$ cat src/rtl/palette_writer.sv
// rtl/palette_writer.sv - VGA-DAC style palette write front end with blank-gated commit FIFO
//
// Purpose: CPU byte writes set a 9-bit index and then stream R, G, B bytes.
// Each completed triple is queued and later written to the palette RAM, but
// only while blank is high, so the visible image never tears.
//
// Ports:
//   clk_pix    in   1   pixel/system clock, rising edge
//   rst_n      in   1   asynchronous active-low reset
//   bus_addr   in   2   0 idx low, 1 idx high, 2 data, 3 status
//   bus_wdata  in   8   write data
//   bus_we     in   1   write strobe
//   bus_re     in   1   read strobe
//   bus_rdata  out  8   registered read data
//   blank      in   1   palette is free to be written
//   pal_we     out  1   palette RAM write enable
//   pal_addr   out  9   palette RAM write address
//   pal_wdata  out  24  palette RAM write data {R,G,B}
//   busy       out  1   entries still queued
module palette_writer #(
    parameter int FIFO_DEPTH = 4
) (
    input  logic        clk_pix,
    input  logic        rst_n,
    input  logic [1:0]  bus_addr,
    input  logic [7:0]  bus_wdata,
    input  logic        bus_we,
    input  logic        bus_re,
    output logic [7:0]  bus_rdata,
    input  logic        blank,
    output logic        pal_we,
    output logic [8:0]  pal_addr,
    output logic [23:0] pal_wdata,
    output logic        busy
);

    localparam int AW = (FIFO_DEPTH > 1) ? $clog2(FIFO_DEPTH) : 1;
    localparam int CW = AW + 1;
    localparam logic [CW-1:0] DEPTH_C = CW'(FIFO_DEPTH);

    typedef enum logic [1:0] {
        PH_R = 2'd0,
        PH_G = 2'd1,
        PH_B = 2'd2
    } phase_t;

    // Reset asserts immediately but is released only on a clock edge, so the
    // rest of the block never sees a release close to the active edge.
    logic [1:0] rst_sync;
    logic       rst_int_n;

    always_ff @(posedge clk_pix or negedge rst_n) begin
        if (!rst_n) begin
            rst_sync <= 2'b00;
        end else begin
            rst_sync <= {rst_sync[0], 1'b1};
        end
    end

    assign rst_int_n = rst_sync[1];

    phase_t         phase_q, phase_d;
    logic [8:0]     idx;
    logic [7:0]     r_lat, g_lat;
    logic           overflow;
    logic           push_req;

    logic [32:0]    mem [FIFO_DEPTH];
    logic [AW-1:0]  wr_ptr, rd_ptr;
    logic [CW-1:0]  count;
    logic           empty, full;
    logic           pop, push_ok, push_drop;
    logic           status_rd;

    assign empty     = (count == '0);
    assign full      = (count == DEPTH_C);
    assign pop       = blank & ~empty;
    // A full FIFO still accepts a push when the head leaves in the same cycle.
    assign push_ok   = push_req & (~full | pop);
    assign push_drop = push_req & ~push_ok;
    assign status_rd = bus_re & (bus_addr == 2'd3);

    // Data-phase sequencer: index writes resynchronise it to R.
    always_ff @(posedge clk_pix or negedge rst_int_n) begin
        if (!rst_int_n) begin
            phase_q <= PH_R;
        end else begin
            phase_q <= phase_d;
        end
    end

    always_comb begin
        phase_d  = phase_q;
        push_req = 1'b0;
        if (bus_we) begin
            case (bus_addr)
                2'd0, 2'd1: phase_d = PH_R;
                2'd2: begin
                    case (phase_q)
                        PH_R:    phase_d = PH_G;
                        PH_G:    phase_d = PH_B;
                        PH_B: begin
                            push_req = 1'b1;
                            phase_d  = PH_R;
                        end
                        default: phase_d = PH_R;
                    endcase
                end
                default: phase_d = phase_q;
            endcase
        end
    end

    // Index and colour latches.
    always_ff @(posedge clk_pix or negedge rst_int_n) begin
        if (!rst_int_n) begin
            idx   <= '0;
            r_lat <= '0;
            g_lat <= '0;
        end else if (bus_we) begin
            case (bus_addr)
                2'd0: idx[7:0] <= bus_wdata;
                2'd1: idx[8]   <= bus_wdata[0];
                2'd2: begin
                    if (phase_q == PH_R) begin
                        r_lat <= bus_wdata;
                    end else if (phase_q == PH_G) begin
                        g_lat <= bus_wdata;
                    end else begin
                        // Advance even when the push is dropped.
                        idx <= idx + 9'd1;
                    end
                end
                default: ;
            endcase
        end
    end

    // Entry storage needs no reset: pointers and count define validity.
    always_ff @(posedge clk_pix) begin
        if (push_ok) begin
            mem[wr_ptr] <= {idx, r_lat, g_lat, bus_wdata};
        end
    end

    always_ff @(posedge clk_pix or negedge rst_int_n) begin
        if (!rst_int_n) begin
            wr_ptr <= '0;
            rd_ptr <= '0;
            count  <= '0;
        end else begin
            if (push_ok) begin
                wr_ptr <= wr_ptr + AW'(1);
            end
            if (pop) begin
                rd_ptr <= rd_ptr + AW'(1);
            end
            case ({push_ok, pop})
                2'b10:   count <= count + CW'(1);
                2'b01:   count <= count - CW'(1);
                default: count <= count;
            endcase
        end
    end

    // Sticky overflow; a status read clears it unless a drop lands in the same cycle.
    always_ff @(posedge clk_pix or negedge rst_int_n) begin
        if (!rst_int_n) begin
            overflow <= 1'b0;
        end else if (push_drop) begin
            overflow <= 1'b1;
        end else if (status_rd) begin
            overflow <= 1'b0;
        end
    end

    always_ff @(posedge clk_pix or negedge rst_int_n) begin
        if (!rst_int_n) begin
            bus_rdata <= '0;
        end else if (bus_re) begin
            case (bus_addr)
                2'd0:    bus_rdata <= idx[7:0];
                2'd1:    bus_rdata <= {7'b0, idx[8]};
                2'd2:    bus_rdata <= 8'h00;
                default: bus_rdata <= {overflow, ~empty, full, 3'b000, phase_q};
            endcase
        end
    end

    assign pal_we    = pop;
    assign pal_addr  = mem[rd_ptr][32:24];
    assign pal_wdata = mem[rd_ptr][23:0];
    assign busy      = ~empty;

endmodule

$ cat config.mk
export PLATFORM = sky130hd
export DESIGN_NAME = palette_writer
export DESIGN_NICKNAME = d
export VERILOG_FILES = /design/src/rtl/palette_writer.sv
export SDC_FILE = /design/constraint.sdc
export NUM_CORES = 1
export LEC_CHECK = 0
export BUFFER_PORTS_ARGS = -buffer_cell sky130_fd_sc_hd__buf_2
export CAP_MARGIN = 20
export CORE_ASPECT_RATIO = 0.5
export CORE_MARGIN = 3
export CORE_UTILIZATION = 35
export CTS_CLUSTER_SIZE = 10
export DETAILED_ROUTE_END_ITERATION = 7
export GPL_ROUTABILITY_DRIVEN = 0
export GPL_TIMING_DRIVEN = 0
export MAX_ROUTING_LAYER = met4
export PLACE_DENSITY = 0.56
export SLEW_MARGIN = 20
export SYNTH_ARGS = -nofsm -noshare
export SYNTH_HDL_FRONTEND = slang
export SYNTH_SLANG_ARGS = --single-unit
$ cat constraint.sdc
create_clock -name clk_pix -period 1.89 [get_ports clk_pix]
set_input_delay 0.567 -clock clk_pix [delete_from_list [all_inputs] [get_ports clk_pix]]
set_output_delay 0.567 -clock clk_pix [all_outputs]
set_load 0.005 [all_outputs]
==> out/summary.txt, run 1 <==
outcome: finished with violations
failing checks: setup timing
area grow syn2layout: 27.8%
clk sinks: 177
Pins Over Slew Limit: 0
Net Sw Power: 3.25 mW
Die W: 205 um
largest net degree at the start of global routing: 29
num ports: 58
Net Count, Synth: 392
fin crit share: 123%
part of the power in registers: 44.0%
Synth area leader: edfxtp_1
PD cells: 1290 nW/um^2
initial DRC count: 310
Ant. Diodes: 0
Slowest-stage cell, CP: mux4_2
num rows: 35
count of cell types in the netlist: 48
DR pass1 iterations: 4
CP Capture Type: primary output
fmax: 431 MHz
CTS tree: done
final worst setup slack: -0.432 ns
Initial Util: 36.7%
post-synthesis adder-cell area fraction: 1.19%
clock share of power: 31.6%
switching share of power: 28.4%
Clk pin slew, worst setup/hold paths: 0.07 ns
Critical Path Source Type: flop
Max FO, Critical Path: 10
Synth Instances: 371
crit-path cells: buf_8 -> buf_12 -> mux4_2 -> buf_6
Clock Tree Buf Depth: 2
Worst-Margin Slew: 0.727 ns
Final Hold Violating Endpoints: 0
RSZ-0062 raised after global routing: true
EDFF count, synth: 132
CP delay by family, top: multiplexers
DRC viols: 0
Worst VDD drop: 0.809 mV
share of cells above drive strength 1: 40.9%
leakage: 3.23 nW
Cell Area, Synth: 6920 sq um
Layout Cell Area excl Fill: 8840 sq um
Synth Area in Simple Gates: 4.99%
htree depth: 4
FFs w/ async S/R, synth: 25.4%
grt ovf: 0
dpl hpwl: 8400 um
HP Class: reg -> async
Final setup viols: 34
Comb pwr share: 24.4%
final setup skew: 0.0132 ns
CP Class: reg -> out
total power: 11.4 mW
CP bufs+invs: 3
critical path arrival: 1.76 ns
cts bufs inserted: 17
Die Y: 105 um
Avg Inst Size Synth: 18.6 sq um
Req. time, crit path: 1.32 ns
DRT antenna net count: 0
Pint: 8.18 mW
fin nets: 504
GRT Total Usage: 15.0%
DIE AREA: 21,600 sq um
Synth top area share: 57.3%
number of global-route vias before repair: 3,732
Post-Place Cell Area: 7560 sq um
slowest stage delay, CP: 0.55 ns
register area share after synthesis: 73.6%
final WL: 14,900 um
WL per Instance: 19.8 um
ranking of synthesized cells by area: edfxtp_1, dfrtp_1, mux4_2
Main synth FF type: edfxtp_1
Max-slew headroom: 51.5%
Synth Area in Compound Gates: 4.21%
post-synthesis xor/xnor area fraction: 0.633%
Max Cap Viol: 0
Ys Warns: 0
antenna violations before repair: 0
Seq cells post-synth: 177
Tmin final: 2.32 ns
total core area: 18,900 sq um
Clk Tree Root Cell: clkbuf_16
vias: 3,718
clk_lat worst skew: 0.42 ns
R2R Setup Slk: 0.04 ns
number of vias per cell: 4.92
largest family of logic cells by synthesized area: multiplexers
global-route wire length before repair: 23,000 um
multiplexer area fraction after synthesis: 13.8%
IO buf count: 56
flip-flops by register name, summed over array words and instances (netlist names):
register,flops
bus_rdata,8
count,3
rd_ptr,2
g_lat,8
r_lat,8
mem,132
idx,9
wr_ptr,2
rst_sync,2
overflow,1
phase_q,2
per-stage QoR:
step	instances	utilization, %	worst slack (ns)	TNS [ns]	hold slack [ns]
finish	755	46.8	-0.432	-12.69	0.330
global route	755	46.8	-0.493	-14.81	0.373
CTS	747	46.1	-0.458	-13.88	0.355
detailed placement	687	40.1	-0.762	-111.35	0.338
global placement	686	39.9	-0.776	-120.75	0.337
floorplan	371	-	-0.112	-14.80	0.271
worst paths after layout:
kind	startpoint	end	cells past startpoint
max in group asynchronous	rst_sync[1]	rd_ptr[1]	1
setup reg to reg	count[1]	mem[3][32]	7
hold reg to reg	rst_sync[1]	wr_ptr[0]	0
hold / removal	rst_sync[1]	wr_ptr[0]	0
min in group clk_pix	rst_sync[0]	rst_sync[1]	0
setup / recovery	rd_ptr[0]	pal_wdata[7]	4
cell families after synthesis:
family / Yosys count
adder cells (fa/ha/maj): 6
buffers and inverters: 26
multiplexers: 52
XOR/XNOR: 5
flip-flops: 177
other: 1
AND/OR/NAND/NOR: 56
AO/OA/AOI/OAI: 48
placed cells by master, fill, tap and decap left out, types with 4 or more instances in the layout:
cell type	instances
inv_1	12
clkbuf_1	4
ha_1	5
buf_12	19
dfrtp_2	6
mux2_2	17
inv_6	5
xnor2_1	4
dfrtp_1	39
nand3_1	5
nand2b_1	5
edfxtp_1	132
buf_4	12
mux4_2	33
clkinv_8	5
nand2_1	13
and2_4	8
clkbuf_16	18
a22oi_1	4
buf_6	10
o21ai_0	12
a21oi_1	17
nor2_1	10
buf_2	53
power groups by stage:
stage,logic [mW],registers [mW],clock network [mW]
floorplan,1.57,4.96,0
global placement,2.35,5.07,0
detailed placement,2.38,5.08,0
CTS,2.70,5.04,3.68
global route,3.05,5.09,3.83
finish,2.80,5.03,3.61
synthesized netlist by cell type, types with 2 or more instances:
| library cell | number |
|---|---|
| a21boi_0 | 2 |
| a21o_1 | 2 |
| a21oi_1 | 17 |
| a22oi_1 | 4 |
| a31oi_1 | 2 |
| a32oi_1 | 2 |
| and2_1 | 5 |
| buf_2 | 7 |
| clkbuf_1 | 6 |
| dfrtp_1 | 45 |
| edfxtp_1 | 132 |
| ha_1 | 5 |
| inv_1 | 12 |
| mux2_2 | 17 |
| mux2i_1 | 2 |
| mux4_2 | 33 |
| nand2_1 | 13 |
| nand2b_1 | 6 |
| nand3_1 | 5 |
| nand3b_1 | 2 |
| nor2_1 | 10 |
| o21ai_0 | 12 |
| or4_1 | 2 |
| xnor2_1 | 4 |
timing repair:
action | CTS | global route
endpoints found under the setup margin | 167 | 68
hold buffers | 1 | 0
gates cloned | 4 | 1
pin swaps | 10 | 2
gates resized for setup | 35 | 10
hold endpoints to repair | 2 | 0
setup buffers | 24 | 7
final cells by class:
cell class              count  area, sq um
fillers                  1592        10000
flip-flops and latches    177         5100
multi-input cells         172         1790
repair buffers             90          822
clock buffers              18          439
well taps                 259          324
clock inverters            14          191
plain buffers              13          126
inverters                  12         45.0
per-layer routing:
layer  wire length, um  part of all wire [%]  track usage, %  up-vias
met2              7020                    47            22.7       80
li1                  -                     -               -     1694
met3               552                   3.7            3.49       11
met4               140                  0.94            3.09        0
met5                 0                     0               -        -
met1              7220                    48            20.9     1933
Power figures use the tool's default switching activity.
==> run 2, diff against run 1 <==
--- a/config.mk
+++ b/config.mk
@@ -7,7 +7,6 @@
 export LEC_CHECK = 0
 export BUFFER_PORTS_ARGS = -buffer_cell sky130_fd_sc_hd__buf_2
 export CAP_MARGIN = 20
-export CORE_ASPECT_RATIO = 0.5
 export CORE_MARGIN = 3
 export CORE_UTILIZATION = 35
 export CTS_CLUSTER_SIZE = 10
==> run 2 against run 1 <==
Compared with the run above:
- the flow still finishes with violations (setup timing)
- power up 0.26%
- wire length down 0.96%
- critical path depth unchanged
- critical endpoint is now pal_addr[6]
- largest power group unchanged
- highest routed layer unchanged
==> out/summary.txt, run 2 (same netlist as run 1, synthesis figures left out) <==
failing checks: setup timing
global-route wire length before repair: 23,100 um
part of the power in registers: 43.9%
pre-CTS setup slack: -0.755 ns
Post-Place Cell Area: 7560 sq um
Slowest-stage cell, CP: mux4_2
GRT Total Usage: 15.0%
Max FO, Critical Path: 9
largest net degree at the start of global routing: 24
DR pass1 iterations: 5
fin crit share: 124%
most common cell after layout, fill and taps aside: edfxtp_1
Clk pin slew, worst setup/hold paths: 0.07 ns
critical path arrival: 1.77 ns
Final Util: 45.1%
clk_lat worst skew: 0.43 ns
Clk Tree Root Cell: clkbuf_16
share of cells above drive strength 1: 39.3%
total core area: 19,100 sq um
Req. time, crit path: 1.32 ns
WL per Instance: 19.7 um
PD cells: 1330 nW/um^2
sequential cell area: 5100 sq um
final worst setup slack: -0.448 ns
final WL: 14,800 um
Reg with most FFs: mem
area of the multi-input gates: 1790 sq um
leading cell types in the layout, fill and taps excluded: edfxtp_1, buf_2, dfrtp_1
final setup skew: 0.00949 ns
initial DRC count: 216
RSZ-0062 raised after global routing: true
grt ovf: 0
Final setup viols: 34
R2R Setup Slk: 0.07 ns
htree depth: 4
largest registers: mem x132, idx x9
switching share of power: 26.6%
area grow syn2layout: 24.5%
DRC viols: 0
clock share of power: 32.0%
num rows: 50
CTS tree: done
Layout Cell Area excl Fill: 8610 sq um
max reg flops: 132
Comb pwr share: 24.1%
Pins Over Slew Limit: 0
vias: 3,736
Net Sw Power: 3.05 mW
crit-path cells: buf_8 -> buf_12 -> mux4_2 -> buf_2
Ant. Diodes: 0
worst hold slack: 0.295 ns
CP Class: reg -> out
Max-slew headroom: 56.8%
Tmin final: 2.34 ns
number of global-route vias before repair: 3,895
Final Hold Violating Endpoints: 0
IO buf count: 56
fin nets: 499
Pint: 8.42 mW
dpl hpwl: 8500 um
number of vias per cell: 4.97
HP Class: reg -> async
fmax: 428 MHz
DRT antenna net count: 0
Initial Util: 36.3%
cts bufs inserted: 17
clk sinks: 177
outcome: finished with violations
fill cell count: 1,686
Max Cap Viol: 0
Die Y: 147 um
num ports: 58
slowest stage delay, CP: 0.55 ns
leakage: 3.14 nW
DIE AREA: 21,500 sq um
total power: 11.5 mW
Worst-Margin Slew: 0.648 ns
Clock Tree Buf Depth: 2
antenna violations before repair: 0
CP Capture Type: primary output
Critical Path Source Type: flop
Worst VDD drop: 0.691 mV
Die W: 147 um
-- run 2: changes by cell type in the layout (fill, tap and decap cells not counted), sizes merged --
| cell | change |
|---|---|
| clkinvlp | +3 |
| bufinv | +3 |
| clkinv | -5 |
| clkbuf | +1 |
| inv | -3 |
| buf | -4 |
-- run 2: power groups by stage --
stage,sequential (mW),combinational [mW],clock [mW]
after floorplan,4.96,1.57,0
after global placement,5.05,2.33,0
after detailed placement,5.08,2.39,0
after CTS,5.03,2.79,3.76
after global routing,5.09,3.03,3.94
final,5.03,2.76,3.67
-- run 2: final cells by class --
class,count,area share [%]
Clock inverter,12,2.11
Multi-Input combinational cell,172,20.8
Buffer,13,1.42
Timing Repair Buffer,85,7.08
Sequential cell,177,59.2
Inverter,12,0.523
Tap cell,260,3.78
Clock buffer,20,5.07
-- run 2: metal layers --
metal	track usage, %	share of wire (%)	up-vias
met2	23.4	50	102
li1	-	-	1680
met4	4.84	1.5	0
met3	4.00	5.7	16
met5	-	0	-
met1	19.3	43	1938
-- run 2: through the flow --
stage          cells  setup TNS, ns
2_1_floorplan    371         -14.80
3_3_place_gp     687        -116.94
3_5_place_dp     688        -111.23
4_1_cts          746         -14.35
5_1_grt          751         -15.27
6_report         751         -13.14
-- run 2: worst max-delay path: cells and delay by family, from the launching register on --
family | cells | cell delay, ns
buffers and inverters | 3 | 0.44
flip-flops | 1 | 0.36
multiplexers | 1 | 0.55
-- run 2: final timing paths --
kind	start	to	cells after the start
max in group asynchronous	rst_sync[1]	phase_q[1]	1
worst min-delay path	rst_sync[1]	g_lat[1]	0
worst max-delay path	rd_ptr[0]	pal_addr[6]	4
worst max register to register	count[1]	mem[1][29]	7
worst min register to register	rst_sync[1]	g_lat[1]	0
min in group clk_pix	rst_sync[0]	rst_sync[1]	0
-- run 2: repair_timing --
item,in CTS,in global routing
endpoints found under the setup margin,168,111
setup buffers,22,5
pin swaps,8,2
gates cloned,4,0
endpoints found under the hold margin,2,0
hold buffers,1,0
gates resized for setup,36,1
